$ cat src/rtl/onehot_decoder_pkg.sv
// Shared types and the binary-to-one-hot helper for the sequenced one-hot decoder.
package onehot_decoder_pkg;

    localparam int MAX_SEL_W = 8;
    localparam int MAX_OUT_W = 1 << MAX_SEL_W;

    typedef enum logic [1:0] {
        MODE_DIRECT = 2'b00,
        MODE_PULSE  = 2'b01,
        MODE_SCAN   = 2'b10,
        MODE_RSVD   = 2'b11
    } mode_e;

    typedef enum logic [1:0] {
        ST_IDLE  = 2'b00,
        ST_HOLD  = 2'b01,
        ST_PULSE = 2'b10,
        ST_SCAN  = 2'b11
    } state_e;

    // Full-width decode; callers size-cast the result down to their own OUT_W.
    function automatic logic [MAX_OUT_W-1:0] onehot(input logic [MAX_SEL_W-1:0] sel);
        logic [MAX_OUT_W-1:0] v;
        v      = '0;
        v[sel] = 1'b1;
        return v;
    endfunction

endpackage

$ cat src/rtl/onehot_decoder_seq_bin2onehot.sv
// Purely combinational SEL_W to 2**SEL_W one-hot decode.
module bin2onehot
    import onehot_decoder_pkg::*;
#(
    parameter  int SEL_W = 3,
    localparam int OUT_W = 1 << SEL_W
) (
    input  logic [SEL_W-1:0] sel_i,
    output logic [OUT_W-1:0] onehot_o
);

    assign onehot_o = OUT_W'(onehot(MAX_SEL_W'(sel_i)));

endmodule

$ cat src/rtl/onehot_decoder_seq.sv
// Registered one-hot decoder with valid/ready input and DIRECT / PULSE / SCAN modes.
module onehot_decoder_seq
    import onehot_decoder_pkg::*;
#(
    parameter  int SEL_W   = 3,
    parameter  int DWELL_W = 8,
    localparam int OUT_W   = 1 << SEL_W
) (
    input  logic               clk,
    input  logic               rst_n,
    input  logic               en,
    input  logic [1:0]         mode,
    input  logic               din_valid,
    output logic               din_ready,
    input  logic [SEL_W-1:0]   din,
    input  logic [DWELL_W-1:0] dwell,
    output logic [OUT_W-1:0]   dout,
    output logic [SEL_W-1:0]   idx,
    output logic               busy,
    output logic               wrap
);

    state_e             state_q, state_d;
    logic [SEL_W-1:0]   idx_q, idx_d;
    logic [DWELL_W-1:0] cnt_q, cnt_d;
    logic [OUT_W-1:0]   dout_q, dout_d;
    logic               wrap_q, wrap_d;
    logic [OUT_W-1:0]   dec;
    mode_e              mode_m;
    logic               abort;
    logic               xfer;

    assign mode_m    = mode_e'(mode);
    assign abort     = !en || (mode_m == MODE_RSVD);
    assign din_ready = en && ((mode_m == MODE_DIRECT) || (mode_m == MODE_PULSE)) &&
                       ((state_q == ST_IDLE) || (state_q == ST_HOLD));
    assign xfer      = din_valid && din_ready;

    // The decoder sees the next index so dout lands in the same register stage as idx.
    bin2onehot #(.SEL_W(SEL_W)) u_dec (
        .sel_i    (idx_d),
        .onehot_o (dec)
    );

    always_comb begin
        state_d = state_q;
        idx_d   = idx_q;
        cnt_d   = cnt_q;
        wrap_d  = 1'b0;
        if (abort) begin
            state_d = ST_IDLE;
        end else begin
            case (state_q)
                ST_IDLE: begin
                    if (mode_m == MODE_SCAN) begin
                        state_d = ST_SCAN;
                        idx_d   = '0;
                        cnt_d   = dwell;
                    end else if (xfer) begin
                        state_d = (mode_m == MODE_PULSE) ? ST_PULSE : ST_HOLD;
                        idx_d   = din;
                        cnt_d   = dwell;
                    end
                end
                ST_HOLD: begin
                    if (mode_m != MODE_DIRECT) state_d = ST_IDLE;
                    else if (xfer)             idx_d   = din;
                end
                ST_PULSE: begin
                    if (mode_m != MODE_PULSE || cnt_q == '0) state_d = ST_IDLE;
                    else                                     cnt_d   = cnt_q - DWELL_W'(1);
                end
                ST_SCAN: begin
                    if (mode_m != MODE_SCAN) begin
                        state_d = ST_IDLE;
                    end else if (cnt_q == '0) begin
                        idx_d  = idx_q + SEL_W'(1);
                        cnt_d  = dwell;
                        wrap_d = (idx_q == '1);
                    end else begin
                        cnt_d = cnt_q - DWELL_W'(1);
                    end
                end
                default: state_d = ST_IDLE;
            endcase
        end
        if (state_d == ST_IDLE) begin
            idx_d = '0;
            cnt_d = '0;
        end
    end

    assign dout_d = (state_d == ST_IDLE) ? '0 : dec;

    always_ff @(posedge clk) begin
        if (!rst_n) begin
            state_q <= ST_IDLE;
            idx_q   <= '0;
            cnt_q   <= '0;
            dout_q  <= '0;
            wrap_q  <= 1'b0;
        end else begin
            state_q <= state_d;
            idx_q   <= idx_d;
            cnt_q   <= cnt_d;
            dout_q  <= dout_d;
            wrap_q  <= wrap_d;
        end
    end

    assign dout = dout_q;
    assign idx  = idx_q;
    assign busy = (state_q == ST_PULSE) || (state_q == ST_SCAN);
    assign wrap = wrap_q;

endmodule

$ cat config.mk
export PLATFORM = sky130hd
export DESIGN_NAME = onehot_decoder_seq
export DESIGN_NICKNAME = d
export VERILOG_FILES = /design/src/rtl/onehot_decoder_pkg.sv /design/src/rtl/onehot_decoder_seq_bin2onehot.sv /design/src/rtl/onehot_decoder_seq.sv
export SDC_FILE = /design/constraint.sdc
export NUM_CORES = 1
export LEC_CHECK = 0
export CAP_MARGIN = 0
export CORE_ASPECT_RATIO = 1.5
export CORE_MARGIN = 5
export CORE_UTILIZATION = 44
export CTS_CLUSTER_SIZE = 10
export DETAILED_ROUTE_END_ITERATION = 6
export PLACE_DENSITY = 0.83
export SYNTH_ARGS = -nofsm -noshare
export SYNTH_HDL_FRONTEND = slang
export SYNTH_SLANG_ARGS = --single-unit
export TNS_END_PERCENT = 5
$ cat constraint.sdc
create_clock -name clk -period 1.8 [get_ports clk]
set_input_delay 0.18 -clock clk [delete_from_list [all_inputs] [get_ports clk]]
set_output_delay 0.18 -clock clk [all_outputs]
set_load 0.02 [all_outputs]
# Word-level counts from Yosys, hierarchy flattened
# Index checks and enable logic that the tools add are counted.
# op_classes
add_sub_neg	2
magnitude_cmp	2
n_mux	24
bitwise_logic	4
eq_ne	12
reduce_logical	19
# op_table
cell	count
2-to-1 mux 8 bit	5
one-hot mux 8 bit (3 select lines)	1
2-to-1 mux 3 bit	7
2-to-1 mux 2 bit	7
less-than comparator 3 x 9 -> 1 bit, second input constant	1
one-hot mux 3 bit (3 select lines)	1
equality test 2 bit, second input constant	4
logical NOT 8 bit	1
one-hot mux 2 bit (4 select lines)	1
subtractor 8 x 1 -> 8 bit, second input constant	1
logical NOT 2 bit	3
inequality test 2 bit, second input constant	3
logical OR 1 bit	5
AND reduction 5 bit	1
OR reduction 5 bit	1
equality test 2 x 1 -> 1 bit, second input constant	2
logical AND 1 bit	4
NOT 1 bit	4
adder 3 x 1 -> 3 bit, second input constant	1
demux 1 bit (select 3 bit)	1
equality test 3 bit, second input constant	1
greater-or-equal comparator 3 x 1 -> 1 bit, second input constant	1
inequality test 3 x 2 -> 1 bit, second input constant	1
nonzero test 3 bit	1
5 further kinds	5
# word_totals
reg_bits	22
elab_cells	68

# Longest topological paths before layout
# Gate-level depths: netlist of run 1.
# depth
ltp_word	15
mapped_depth	8
depth_no_buf	7

# By module
# A second synthesis of run 1 with hierarchy kept.
# hier_totals
cells_unflattened	156
area_unflattened_um2	1310.0
# modules_own_cells
mod	area_each_um2	n_inst	cells_each	seq_area_each_um2
onehot_decoder_seq	1244.9	1	148	440.4
bin2onehot	65.1	1	8	0.0

# Least setup slack after synthesis of run 1
# OpenSTA, ideal clock, no wires.
# synth_path
kind	register to register
from	register cnt_q[0]
to	register idx_q[0], in the netlist idx[0]
t_required_ns	1.667
setup_slack_ns	-0.095
period_less_slack_ns	1.895
path_buffers	1
t_arrival_ns	1.762
path_stages_with_launch	9
setup_time_ns	0.133
cell_sequence	dfxtp_1 inv_1 ha_1 nor4b_4 and3b_2 buf_2 nor4_2 nor2_1 nor2_1
# synth_via
elab_chain_cells	7
# synth_lines
item	line	rtl
start, declared	onehot_decoder_seq.sv:25	logic [DWELL_W-1:0] cnt_q, cnt_d;
start signal, assigned	onehot_decoder_seq.sv:105	cnt_q <= cnt_d;
logical NOT 8 bit *	onehot_decoder_seq.sv:70, onehot_decoder_seq.sv:76	
logical OR 1 bit	onehot_decoder_seq.sv:70	if (mode_m != MODE_PULSE || cnt_q == '0) state_d = ST_IDLE;
2-to-1 mux 2 bit	onehot_decoder_seq.sv:70	
one-hot mux 2 bit (4 select lines)	onehot_decoder_seq.sv:53	case (state_q)
2-to-1 mux 2 bit	onehot_decoder_seq.sv:50	if (abort) begin
logical NOT 2 bit	onehot_decoder_seq.sv:87	if (state_d == ST_IDLE) begin
2-to-1 mux 3 bit *	onehot_decoder_seq.sv:87	
end signal, assigned	onehot_decoder_seq.sv:104	idx_q <= idx_d;
end, declared	onehot_decoder_seq.sv:24	logic [SEL_W-1:0] idx_q, idx_d;
# Mark *: on every way between the ends. The rest lies on a longest branch, timed or not.
# A chain may end at the register's enable or synchronous reset.

# Worst setup path after layout of run 1
# layout_path
from	register cnt_q[0]
to	register dout_q[4], in the netlist dout[4]
# layout_via
elab_chain_cells	11
# layout_lines
item	line	rtl
logical NOT 8 bit *	onehot_decoder_seq.sv:70, onehot_decoder_seq.sv:76	
logical OR 1 bit	onehot_decoder_seq.sv:70	
2-to-1 mux 2 bit	onehot_decoder_seq.sv:70	
one-hot mux 2 bit (4 select lines)	onehot_decoder_seq.sv:53	
2-to-1 mux 2 bit	onehot_decoder_seq.sv:50	
logical NOT 2 bit	onehot_decoder_seq.sv:87, onehot_decoder_seq.sv:93	
2-to-1 mux 3 bit	onehot_decoder_seq.sv:87	
less-than comparator 3 x 9 -> 1 bit (not written as such) or greater-or-equal comparator 3 x 1 -> 1 bit (tied branches)	onehot_decoder_pkg.sv:25	v[sel] = 1'b1;
logical AND 1 bit (not written as such)	onehot_decoder_pkg.sv:25	
2-to-1 mux 1 bit (not written as such)	onehot_decoder_pkg.sv:25	
demux 1 bit (select 3 bit)	--	
end signal, assigned	onehot_decoder_seq.sv:106	dout_q <= dout_d;
end, declared	onehot_decoder_seq.sv:26	logic [OUT_W-1:0] dout_q, dout_d;
# Marks and branches as above.

==> results of run 1 <==
report_power, final:
group          internal, mW  total [mW]  switching, mW
clock                 0.297       0.456          0.159
sequential            0.495       0.505         0.0107
combinational         0.160       0.310          0.150
area by class of cell:
type | count | area (µm²)
inverters | 7 | 26.3
repair buffers | 75 | 658
clock buffers | 3 | 41.3
fillers | 206 | 677
clock inverters | 1 | 30.0
flip-flops and latches | 22 | 445
multi-input cells | 126 | 986
well taps | 39 | 48.8
sequential cells by signal, summed over array words and instances (netlist names):
signal   flops
state_q      2
wrap         1
idx          3
cnt_q        8
dout         8
cells by family after synthesis:
family,synth area share [%]
AOI/OAI and AO/OA,24.4
buffers and inverters,5.23
muxes,2.43
DFF,32.9
and+or+nand+nor,32.3
adders and majority gates,2.80
routing by layer:
metal,up-vias,wire (µm)
li1,758,-
met1,790,1780
met2,61,2890
met3,12,233
met4,0,127
met5,-,0
cells in the final DEF (no fill, tap or decap), types with 2 or more instances in the layout:
| cell type | instances |
|---|---|
| a21oi_1 | 11 |
| a21o_1 | 2 |
| a21oi_2 | 3 |
| inv_1 | 5 |
| clkbuf_8 | 3 |
| nand3b_1 | 2 |
| clkdlybuf4s50_1 | 28 |
| dfxtp_1 | 18 |
| o21ai_0 | 5 |
| or2_2 | 2 |
| nor2b_1 | 3 |
| nand4_1 | 3 |
| dfxtp_2 | 4 |
| nor3_2 | 3 |
| buf_6 | 4 |
| buf_4 | 41 |
| or3_4 | 2 |
| nor2_1 | 9 |
| and3_4 | 2 |
| nor3_1 | 11 |
| ha_1 | 2 |
| o31ai_1 | 3 |
| dlymetal6s2s_1 | 2 |
| a31oi_1 | 3 |
| nand2_1 | 8 |
| nand3_1 | 9 |
| nand2b_1 | 4 |
| inv_2 | 2 |
| mux2_2 | 2 |
| o31a_1 | 2 |
worst max-delay path: stages, from the launching register on:
cell,delay (ns)
dfxtp_2,0.33
inv_2,0.07
ha_4,0.14
nor4b_4,0.28
nand4_1,0.21
buf_4,0.20
and3_4,0.17
o32ai_4,0.30
nor3_1,0.10
metrics by stage:
step / instance area (µm²) / setup slack [ns] / instances / hold WS, ns
CTS: 2160 / -0.143 / 271 / 0.501
finish: 2240 / -0.0998 / 273 / 0.501
detailed placement: 1980 / -0.481 / 262 / 0.456
global placement: 1980 / -0.430 / 262 / 0.456
floorplan: 1390 / -0.00268 / 164 / 0.345
global route: 2240 / -0.191 / 273 / 0.538
what timing repair did:
item	4_1_cts	5_1_grt
pin swaps	10	11
buffers inserted	5	2
hold endpoints to repair	0	0
endpoints found under the setup margin	20	20
gates resized for setup	18	14
gates cloned	0	0
how the worst max path moves through the flow:
stage,cells past startpoint,end,start
3_5_place_dp,7,dout[3]$_SDFF_PP0_,mode[0]
6_report,8,dout[4]$_SDFF_PP0_,cnt_q[0]$_SDFFE_PP0P_
2_1_floorplan,8,cnt_q[0]$_SDFFE_PP0P_,cnt_q[1]$_SDFFE_PP0P_
5_1_grt,9,cnt_q[7]$_SDFFE_PP0P_,cnt_q[0]$_SDFFE_PP0P_
4_1_cts,10,cnt_q[0]$_SDFFE_PP0P_,cnt_q[1]$_SDFFE_PP0P_
3_3_place_gp,6,dout[2]$_SDFF_PP0_,mode[1]
==> reports/qor.txt, run 1 <==
hold buffers post-CTS - 0
unrepaired setup endpoints after global routing - yes
Least-Margin Pin Slew - 0.419 ns
Final Critical Period - 1.90 ns
root buffer cell - clkbuf_8
final setup fails - 17
Seq cells post-synth - 22
Final WS setup - -0.0998 ns
VDD IR max - 0.000568 V
largest area contributor in the netlist - dfxtp_1
count leader, synth - dfxtp_1
Setup Skew - 0.00343 ns
YS warnings - 0
M3 GR Usage - 5.36%
FF-to-FF setup slack - -0.1 ns
Worst Path Arrival - 2.04 ns
Post-Route Utilization - 76.8%
CTS clk-pin slew, worst paths - 0.08 ns
Synth async-reset ratio - 0%
failing checks - setup timing
CP max FO - 5
post-synthesis average cell area - 8.17 µm²
top-area cell type share of the netlist area - 32.9%
first-pass GRT wire length - 8290 µm
Post-synth EDFFs - 0
area grow syn2layout - 66.9%
crit share post-route - 106%
R2R Path End - dout[4]$_SDFF_PP0_
Crit Reg-Reg Startpoint - cnt_q[0]$_SDFFE_PP0P_
Crit Path Category - flop to flop
main area contributors after synthesis - dfxtp_1 (33%), a21oi_1 (5.2%), nor3_1 (5.2%)
slew margin rel. - 71.8%
Post-Syn Area - 0.00134 mm²
CP Capture Type - flop
Std-Cell Rows - 24
antenna violations before repair - 0
hold endpoint - cnt_q[1]$_SDFFE_PP0P_
gr busiest metal - met2
Syn Nets - 184
H-tree Lvls - 1
via count - 1621
Ports - 31
fmax - 0.526 GHz
Fin Setup TNS - -1.00 ns
Seq/Total Area, Yosys - 32.9%
Slew Viols, Final - 0
layout cells sized above 1 - 37.6%
Startpoint Class - flop
Synth cell types - 53
Routed WL per cell - 18.4 µm
CTS Sinks - 22
top cells by count, synth - dfxtp_1 (22), a21oi_1 (14), nor3_1 (14)
clk_lat worst skew - 0.26 ns
PortBufs - 30
power density over cell area - 569 mW/mm²
met2 Usage GRT - 45.9%
DR iter-0 viols - 72
DR vias/cell - 5.94
status - finished, violations left
Hold Crit Depth - 2
Final #Nets - 255
Leakage - 0.900 nW
DIE AREA - 0.00427 mm²
antenna cells - 0
Die Y-Extent - 77.6 µm
Post-synth top flop - dfxtp_1
final WL - 5030 µm
Fin. Hold Viols - 0
data required time of the critical path - 1.94 ns
M1 GR Usage - 28.1%
gr ovfl total - 0
die width - 55.1 µm
HP Start - cnt_q[1]$_SDFFE_PP0P_
post-DP HPWL - 3490 µm
Pwr Total - 1.27 mW
TritonCTS Buffers - 3
initial core utilization - 46.0%
clock buffer depth - 2
CTS tree - built
reg2reg path depth - 8
worst hold path type - flop to flop
largest net degree at the start of global routing - 15
GPL Wtd Cong - 0.946
Mapped Cells - 164
gr usage total - 25.6%
Antenna Violating Nets Remaining - 0
Core ar. - 0.00291 mm²
max cap viols - 0
DR DRC count - 0
vias in the first global route - 1767
DR pass1 iterations - 4
No activity file was read; power rests on OpenSTA's default activity.
==> run 2, diff against run 1 <==
--- a/config.mk
+++ b/config.mk
@@ -5,13 +5,14 @@
 export SDC_FILE = /design/constraint.sdc
 export NUM_CORES = 1
 export LEC_CHECK = 0
+export ABC_AREA = 1
 export CAP_MARGIN = 0
 export CORE_ASPECT_RATIO = 1.5
-export CORE_MARGIN = 5
+export CORE_MARGIN = 2
 export CORE_UTILIZATION = 44
 export CTS_CLUSTER_SIZE = 10
 export DETAILED_ROUTE_END_ITERATION = 6
-export PLACE_DENSITY = 0.83
+export PLACE_DENSITY = 0.84
 export SYNTH_ARGS = -nofsm -noshare
 export SYNTH_HDL_FRONTEND = slang
 export SYNTH_SLANG_ARGS = --single-unit
==> reports/qor.txt, run 2 <==
M1 GR Usage - 21.9%
fmax - 0.621 GHz
Layout Cells excl Fill - 274
CP max-delay cell - clkdlybuf4s50_1
DP Worst Slack - -0.124 ns
die width - 47.9 µm
CTS tree - built
setup bufs post-CTS - 0
top-area cell type share of the netlist area - 34.6%
slew margin rel. - 78.9%
Syn Nets - 220
Post-synth top flop - dfxtp_1
final WL - 3170 µm
antenna violations before repair - 0
Antenna Violating Nets Remaining - 0
M3 GR Usage - 3.10%
first-pass GRT wire length - 5320 µm
YS warnings - 0
Ports - 31
largest area contributor in the netlist - dfxtp_1
Setup Skew - 0.00249 ns
status - finished, final reports clean
initial core utilization - 47.1%
Fin. Hold Viols - 0
Routed WL per cell - 11.6 µm
gr busiest metal - met2
CP max FO - 7
H-tree Lvls - 1
Final #Nets - 258
CTS clk-pin slew, worst paths - 0.08 ns
Slew Viols, Final - 0
clock buffer depth - 2
Std-Cell Rows - 23
Final WS setup - 0.190 ns
DIE AREA - 0.00335 mm²
Post-Syn Area - 0.00127 mm²
gr usage total - 20.7%
Pwr Total - 1.17 mW
Leakage - 0.829 nW
Post-synth EDFFs - 0
crit-path cells - clkdlybuf4s50_1 -> nor2_2 -> nand3_2 -> o21ai_0 -> nand3_1 -> a21boi_2 -> nand2_2 -> nor2_1
Crit Path Category - input port to flop
DR iter-0 viols - 35
power density over cell area - 665 mW/mm²
Synth cell types - 21
Least-Margin Pin Slew - 0.313 ns
count leader, synth - nand2_1
top cells by count, synth - nand2_1 (61), inv_1 (25), nor2_1 (25)
final setup fails - 0
crit share post-route - 89.4%
Worst Path Arrival - 1.77 ns
PortBufs - 30
Seq/Total Area, Yosys - 34.6%
highest-count cells in the layout ignoring fill and taps - nand2_1 (60), clkdlybuf4s50_1 (29), nor2_1 (23)
gr ovfl total - 0
commonest non-fill, non-tap cell in the layout - nand2_1
DR DRC count - 0
met2 Usage GRT - 37.6%
antenna cells - 0
main area contributors after synthesis - dfxtp_1 (35%), nand2_1 (18%), inv_1 (7.4%)
WP buf/inv - 1
DR vias/cell - 5.00
TritonCTS Buffers - 3
Startpoint Class - input port
Core ar. - 0.00271 mm²
Crit path largest cell delay - 0.51 ns
Resize count post-CTS - 0
DR pass1 iterations - 4
placed cell count - 270
WHS - 0.471 ns
layout cells sized above 1 - 13.5%
max cap viols - 0
Final Critical Period - 1.61 ns
crit-path leading delay family - simple AND/OR/NAND/NOR gates
VDD IR max - 0.000697 V
CTS Sinks - 22
post-synthesis average cell area - 6.37 µm²
Mapped Cells - 200
clk_lat worst skew - 0.26 ns
Synth async-reset ratio - 0%
Seq cells post-synth - 22
largest net degree at the start of global routing - 17
Die Y-Extent - 69.9 µm
area grow syn2layout - 37.8%
vias in the first global route - 1360
hold buffers post-CTS - 0
GPL Wtd Cong - 0.875
root buffer cell - clkbuf_8
worst hold path type - flop to flop
post-DP HPWL - 2320 µm
CP Capture Type - flop
via count - 1370
data required time of the critical path - 1.97 ns
[run 2: changes by cell type in the layout (fill, tap and decap cells not counted), moves of 4 or more]
cell	delta
nand2_1	+52
buf_4	-35
inv_1	+17
nor2_1	+14
nor3_1	-11
o21ai_0	+9
nand3_1	+5
buf_6	-4
nand2b_1	-4
nor2_2	+4
xor2_1	+4
[run 2: cell families after synthesis]
| family | count (synthesis) | synth area share (%) |
|---|---|---|
| adders and majority gates | 3 | 2.95 |
| and+or+nand+nor | 111 | 37.1 |
| DFF | 22 | 34.6 |
| xor gates and xnor gates | 5 | 3.44 |
| buffers and inverters | 30 | 9.73 |
| AOI/OAI and AO/OA | 29 | 12.2 |
[run 2: report_power, final]
group	internal [mW]	switching (mW)	leakage [nW]
registers	0.493	0.00699	0.178
clock network	0.297	0.166	0.0357
logic	0.0890	0.116	0.616
total	0.879	0.288	0.829
[run 2: final timing paths]
| kind | startpoint | end | slack (ns) | cells after the start |
|---|---|---|---|---|
| worst max-delay path | mode[1] | dout[1]$_SDFF_PP0_ | 0.19 | 8 |
| worst min-delay path | cnt_q[7]$_SDFFE_PP0P_ | cnt_q[7]$_SDFFE_PP0P_ | 0.47 | 2 |
| worst max register to register | cnt_q[0]$_SDFFE_PP0P_ | dout[4]$_SDFF_PP0_ | 0.22 | 12 |
| worst min register to register | cnt_q[7]$_SDFFE_PP0P_ | cnt_q[7]$_SDFFE_PP0P_ | 0.47 | 2 |
[run 2: area by class of cell]
| class | count | area (µm²) |
|---|---|---|
| clock inverter | 1 | 30.0 |
| timing repair buffer | 36 | 348 |
| fill | 254 | 950 |
| multi-input combinational | 148 | 747 |
| inverter | 27 | 101 |
| sequential | 22 | 442 |
| tap | 37 | 46.3 |
| clock buffer | 3 | 41.3 |
[run 2: worst min-delay path, delay by kind of cell (launching register included)]
kind,cells,cell delay [ns]
compound gates,1,0.05
flops,1,0.32
simple gates,1,0.06
[run 2: metrics by stage]
step / utilization [%] / TNS (ns) / instance area (µm²)
after floorplan: - / 0 / 1270
after global placement: 60.7 / -1.26 / 1640
after detailed placement: 60.7 / -1.50 / 1640
after CTS: 63.4 / 0 / 1710
after global routing: 64.9 / -0.00330 / 1760
final: 64.9 / 0 / 1760
[run 2: per-layer routing]
layer | vias to the layer above | share of wire (%) | wire (µm)
li1 | 704 | - | -
met1 | 624 | 40 | 1260
met2 | 33 | 54 | 1720
met3 | 9 | 4.1 | 130
met4 | 0 | 1.8 | 57
met5 | - | 0 | 0
==> variant 1 (flow settings as in run 2) <==
Change the parameter `DWELL_W` from 8 to 6.
--- a/src/rtl/onehot_decoder_seq.sv
+++ b/src/rtl/onehot_decoder_seq.sv
@@ -4,5 +4,5 @@
 #(
     parameter  int SEL_W   = 3,
-    parameter  int DWELL_W = 8,
+    parameter  int DWELL_W = 6,
     localparam int OUT_W   = 1 << SEL_W
 ) (
Ports: changed (resized dwell); port bits go from 31 to 29. The function was not compared with the original's and may differ.
==> variant 1 against run 2 <==
  * First-iteration DRC count rose by 17%
  * Sequential cell count fell by 2
  * Synthesized area decreased by 9.0%
  * Clock skew increased by 0.0035 ns
  * Routed wire length increased by 0.69%
  * Largest power group unchanged
  * Worst setup slack worse by 0.12 ns
  * Total power decreased by 11%
  * Largest cell class unchanged
  * Design area is 6.9% lower
==> variant 1: results (changes against run 2) <==
Worst setup path
  • Critical-path maximum fanout: 4 (was 7)
  • Max stage delay on crit path: 0.31 ns (was 0.51 ns)
  • CP max stage cell: dfxtp_1 (was clkdlybuf4s50_1)

Pwr
  • VDD IR-drop max: 0.000629 V (was 0.000697 V)

Layout
  • Layout Nets: 242 (was 258)
  • Fillers: 210 (was 254)

Global routing
  • Met3 GRT Util: 2.44% (was 3.10%)
  • Global-route wire length before repair: 4.80 mm (was 5.32 mm)
  • GR Util All Layers: 21.3% (was 20.7%)
  • Largest net degree at the start of global routing: 13 (was 17)
  • Vias in the first global route: 1170 (was 1360)
  • GR Util met1: 22.0% (was 21.9%)

Clocking
  • Cts repair resizes: 2 (was 0)
  • Worst-path clk slew: 0.11 ns (was 0.08 ns)
  • Clk_lat worst skew: 0.30 ns (was 0.26 ns)
  • CTS Root Cell: clkbuf_4 (was clkbuf_8)

Routing
  • M1 WL: 1.19 mm (was 1.26 mm)
  • Total Wirelength: 3.19 mm (was 3.17 mm)
  • Met3 wire length: 138 um (was 130 um)
  • First-iteration detailed-routing DRC count: 41 (was 35)
  • Via density: 5.26 (was 5.00)

Synthesis
  • Mapped Nets: 198 (was 220)
  • Register area share after synthesis: 34.6% (about the same)
  • Synth area leaders: dfxtp_1, nand2_1, nor2_1, inv_1, nand3_1 (was dfxtp_1, nand2_1, inv_1, nor2_1, o21ai_0)
  • Netlist cell types: 19 (was 21)
  • Commonest cells in the synthesized netlist: nand2_1, nor2_1, inv_1 (was nand2_1, inv_1, nor2_1)

Outcome
  • Status: finished clean (unchanged)

Placement
  • IO Port Bufs: 28 (was 30)
  • Pre-CTS setup slack: -0.0965 ns (was -0.124 ns)
  • Gpl congestion: 0.884 (was 0.875)
  • DPL Wire Length: 2.34 mm (was 2.32 mm)

Worst hold path
  • Hold Path Stages: 3 (was 2)

Timing
  • Max transition margin: 79.5% (was 78.9%)
variant 1: changes by cell type in the layout (fill, tap and decap cells not counted), sizes merged, moves of 2 or more:
cell / change
nand2: -11
o21ai: -8
a21oi: -5
nor2: +5
o211ai: +5
clkdlybuf4s50: -2
xor2: -2
buf: +6
dfxtp: -2
variant 1: area by class of cell:
type,count,area share [%]
Clock buffer,3,1.38
Sequential cell,20,24.7
Timing Repair Buffer,40,22.6
Tap cell,24,1.84
Multi-Input combinational cell,133,41.7
Inverter,26,5.97
Clock inverter,1,1.84
variant 1: path summary, 6_finish.rpt:
kind	start	end
min reg2reg	cnt_q[2]	cnt_q[2]
min	rst_n	wrap
max	cnt_q[1]	dout[6]
max reg2reg	cnt_q[1]	dout[6]
variant 1: logic make-up after synthesis:
logic type / synth area share (%)
AO/OA/AOI/OAI: 11.0
XOR/XNOR: 1.51
adder cells (fa/ha/maj): 3.24
buffers and inverters: 9.18
flip-flops: 34.6
AND/OR/NAND/NOR: 40.5
variant 1: metrics by stage:
| stage | hold slack [ns] | cell area, sq um | power [mW] | instances |
|---|---|---|---|---|
| after CTS | 0.486 | 1600 | 1.03 | 247 |
| after floorplan | 0.329 | 1160 | 0.577 | 180 |
| after detailed placement | 0.484 | 1550 | 0.665 | 243 |
| after global placement | 0.478 | 1550 | 0.662 | 243 |
| after global routing | 0.500 | 1630 | 1.08 | 247 |
| final | 0.491 | 1630 | 1.04 | 247 |
variant 1: power by group through the flow:
stage / Sequential [mW] / Combinational, mW / Clock, mW
2_1_floorplan: 0.468 / 0.109 / 0
3_3_place_gp: 0.466 / 0.195 / 0
3_5_place_dp: 0.466 / 0.198 / 0
4_1_cts: 0.456 / 0.203 / 0.374
5_1_grt: 0.459 / 0.229 / 0.392
6_report: 0.458 / 0.210 / 0.368
==> variant 2 (flow settings as in run 2) <==
Made on the original files. Encoding of `state_e`: now one-hot (4 bits for 4 states).
--- a/src/rtl/onehot_decoder_pkg.sv
+++ b/src/rtl/onehot_decoder_pkg.sv
@@ -12,9 +12,9 @@
     } mode_e;
 
-    typedef enum logic [1:0] {
-        ST_IDLE  = 2'b00,
-        ST_HOLD  = 2'b01,
-        ST_PULSE = 2'b10,
-        ST_SCAN  = 2'b11
+    typedef enum logic [3:0] {
+        ST_IDLE  = 4'b0001,
+        ST_HOLD  = 4'b0010,
+        ST_PULSE = 4'b0100,
+        ST_SCAN  = 4'b1000
     } state_e;
 
Behaviour: no difference found for any inputs over 10 cycles, from zero or initial values and one cycle with rst_n low; not proved beyond that.
==> variant 2 against run 2 <==
  * Sequential cell count up 2
  * Clock skew up 0.0023 ns
  * Synthesized area up 13%
  * Total power up 4.0%
  * Synthesized cell count up 12%
  * Highest routed layer unchanged
  * Sequential share of layout area down 0.94 points
  * First-iteration DRC count down 17%
  * Worst setup slack worse by 0.086 ns
  * Hold slack better by 0.022 ns
  * Design area up 14%
  * Combinational power up 2%
  * Critical path depth unchanged
  * Routed wire length up 7.2%
==> variant 2: results (changes against run 2) <==
Outcome
  • Status: finished clean (unchanged)

Layout
  • Layout Nets: 292 (was 258)
  • Seq/total area: 24.2% (was 25.2%)
  • Non-Clock Buffer Area Fraction: 20.1% (was 19.8%)
  • Fillers: 285 (was 254)
  • Buffers, non-clock: 44 (was 36)
  • Layout clock buffers: 3 (unchanged)
  • Share of layout cells above drive strength 1: 20.7% (was 13.5%)
  • Comb_multi_in: 170 (was 148)
  • Multi-input combinational area share: 44.2% (was 42.6%)
  • Non-clk invs: 28 (was 27)

Synthesis
  • Commonest cells in the synthesized netlist: nand2_1, nor2_1, inv_1 (was nand2_1, inv_1, nor2_1)
  • Synth Area in XOR/XNOR: 3.03% (was 3.44%)
  • Post-synthesis compound-gate area fraction: 9.88% (was 12.2%)
  • Post-Synth Adder-Cell Area: 3.47% (was 2.95%)
  • Synth area leaders: dfxtp_1, nand2_1, nor2_1, nand3_1, inv_1 (was dfxtp_1, nand2_1, inv_1, nor2_1, o21ai_0)
  • Mapped Nets: 245 (was 220)
  • Netlist cell types: 23 (was 21)
  • Register area share after synthesis: 33.3% (was 34.6%)

Routing
  • First-iteration detailed-routing DRC count: 29 (was 35)
  • M1 WL: 1.31 mm (was 1.26 mm)
  • Via density: 4.88 (was 5.00)
  • Met3 wire length: 101 um (was 130 um)
  • Routed met2 length: 1.89 mm (was 1.72 mm)
  • Routed len/inst: 11.0 um (was 11.6 um)
  • Pre-Repair DR Iteration Count: 6 (was 4)

Worst setup path
  • R2r worst-path depth: 8 (was 12)
  • Arrival time worst endpoint: 1.90 ns (was 1.77 ns)
  • R2r endpoint: cnt_q[0] (was dout[4])
  • R2r setup slk: 0.10 ns (was 0.22 ns)
  • Critical-path maximum fanout: 11 (was 7)
  • Reg2reg start: state_q[3] (was cnt_q[0])

Clocking
  • CTS sink cnt: 24 (was 22)

Timing
  • Worst Skew: 0.00480 ns (was 0.00249 ns)
  • Max transition margin: 74.2% (was 78.9%)

Placement
  • Pre-CTS setup slack: -0.158 ns (was -0.124 ns)
  • DPL Wire Length: 2.70 mm (was 2.32 mm)
  • Gpl congestion: 0.868 (was 0.875)

Global routing
  • Global-route wire length before repair: 5.55 mm (was 5.32 mm)
  • GR Util All Layers: 19.1% (was 20.7%)
  • GRT met2 Usage: 38.0% (was 37.6%)
  • Vias in the first global route: 1424 (was 1360)
  • Largest net degree at the start of global routing: 15 (was 17)
  • GR Util met1: 19.2% (was 21.9%)
  • Met3 GRT Util: 1.20% (was 3.10%)

Pwr
  • LEAKAGE: 0.928 nW (was 0.829 nW)
  • VDD IR-drop max: 0.000368 V (was 0.000697 V)
variant 2: cell types whose count changed after synthesis, sizes merged, moves of 2 or more:
cell,run 2,this run
nand4,3,0
dfxtp,22,24
nor2,28,39
o21ai,17,10
nand2,63,75
nand3,17,22
variant 2: worst max-delay path by stage:
stage	start	depth (start not counted)	slack, ns	endpoint
floorplan	state_q[3]	9	0.21	cnt_q[1]
global placement	mode[1]	10	-0.09	cnt_q[7]
detailed placement	mode[1]	10	-0.16	cnt_q[7]
CTS	cnt_q[1]	12	0.05	dout[3]
global route	state_q[1]	11	-0.02	dout[7]
finish	state_q[3]	8	0.10	cnt_q[0]
variant 2: through the flow:
step / hold WS, ns / area, sq um / cells
after floorplan: 0.323 / 1440 / 224
after CTS: 0.484 / 1940 / 309
final: 0.492 / 2000 / 310
after global routing: 0.512 / 2000 / 310
after detailed placement: 0.470 / 1880 / 305
after global placement: 0.468 / 1880 / 305
variant 2: cell families (layout without fill, tap and decap cells):
logic type               count (synthesis)  count (layout)
adder cells (fa/ha/maj)                  4               4
XOR/XNOR                                 5               5
buffers and inverters                   30              76
AND/OR/NAND/NOR                        138             138
flip-flops                              24              24
AO/OA/AOI/OAI                           23              23
variant 2: repair_timing:
item                       CTS  global route
buffers inserted             0             1
pin swaps                    0             4
setup endpoints to repair    2            21
hold buffers                 0             0
gates resized for setup      2            19
hold endpoints to repair     0             0
variant 2: power breakdown:
part           switching (mW)  internal [mW]  total, mW
clock                   0.169          0.297      0.467
combinational           0.113         0.0955      0.209
sequential            0.00421          0.534      0.538
total                   0.287          0.927       1.21
variant 2: worst max-delay path, cell delays in order (launching register included):
cell and delay, ns:
dfxtp_1 0.38, inv_1 0.09, nor2_1 0.15, nand2_2 0.13, nand2_2 0.11, o21ai_1 0.14
nor3_4 0.23, nand2_2 0.22, a21oi_1 0.18
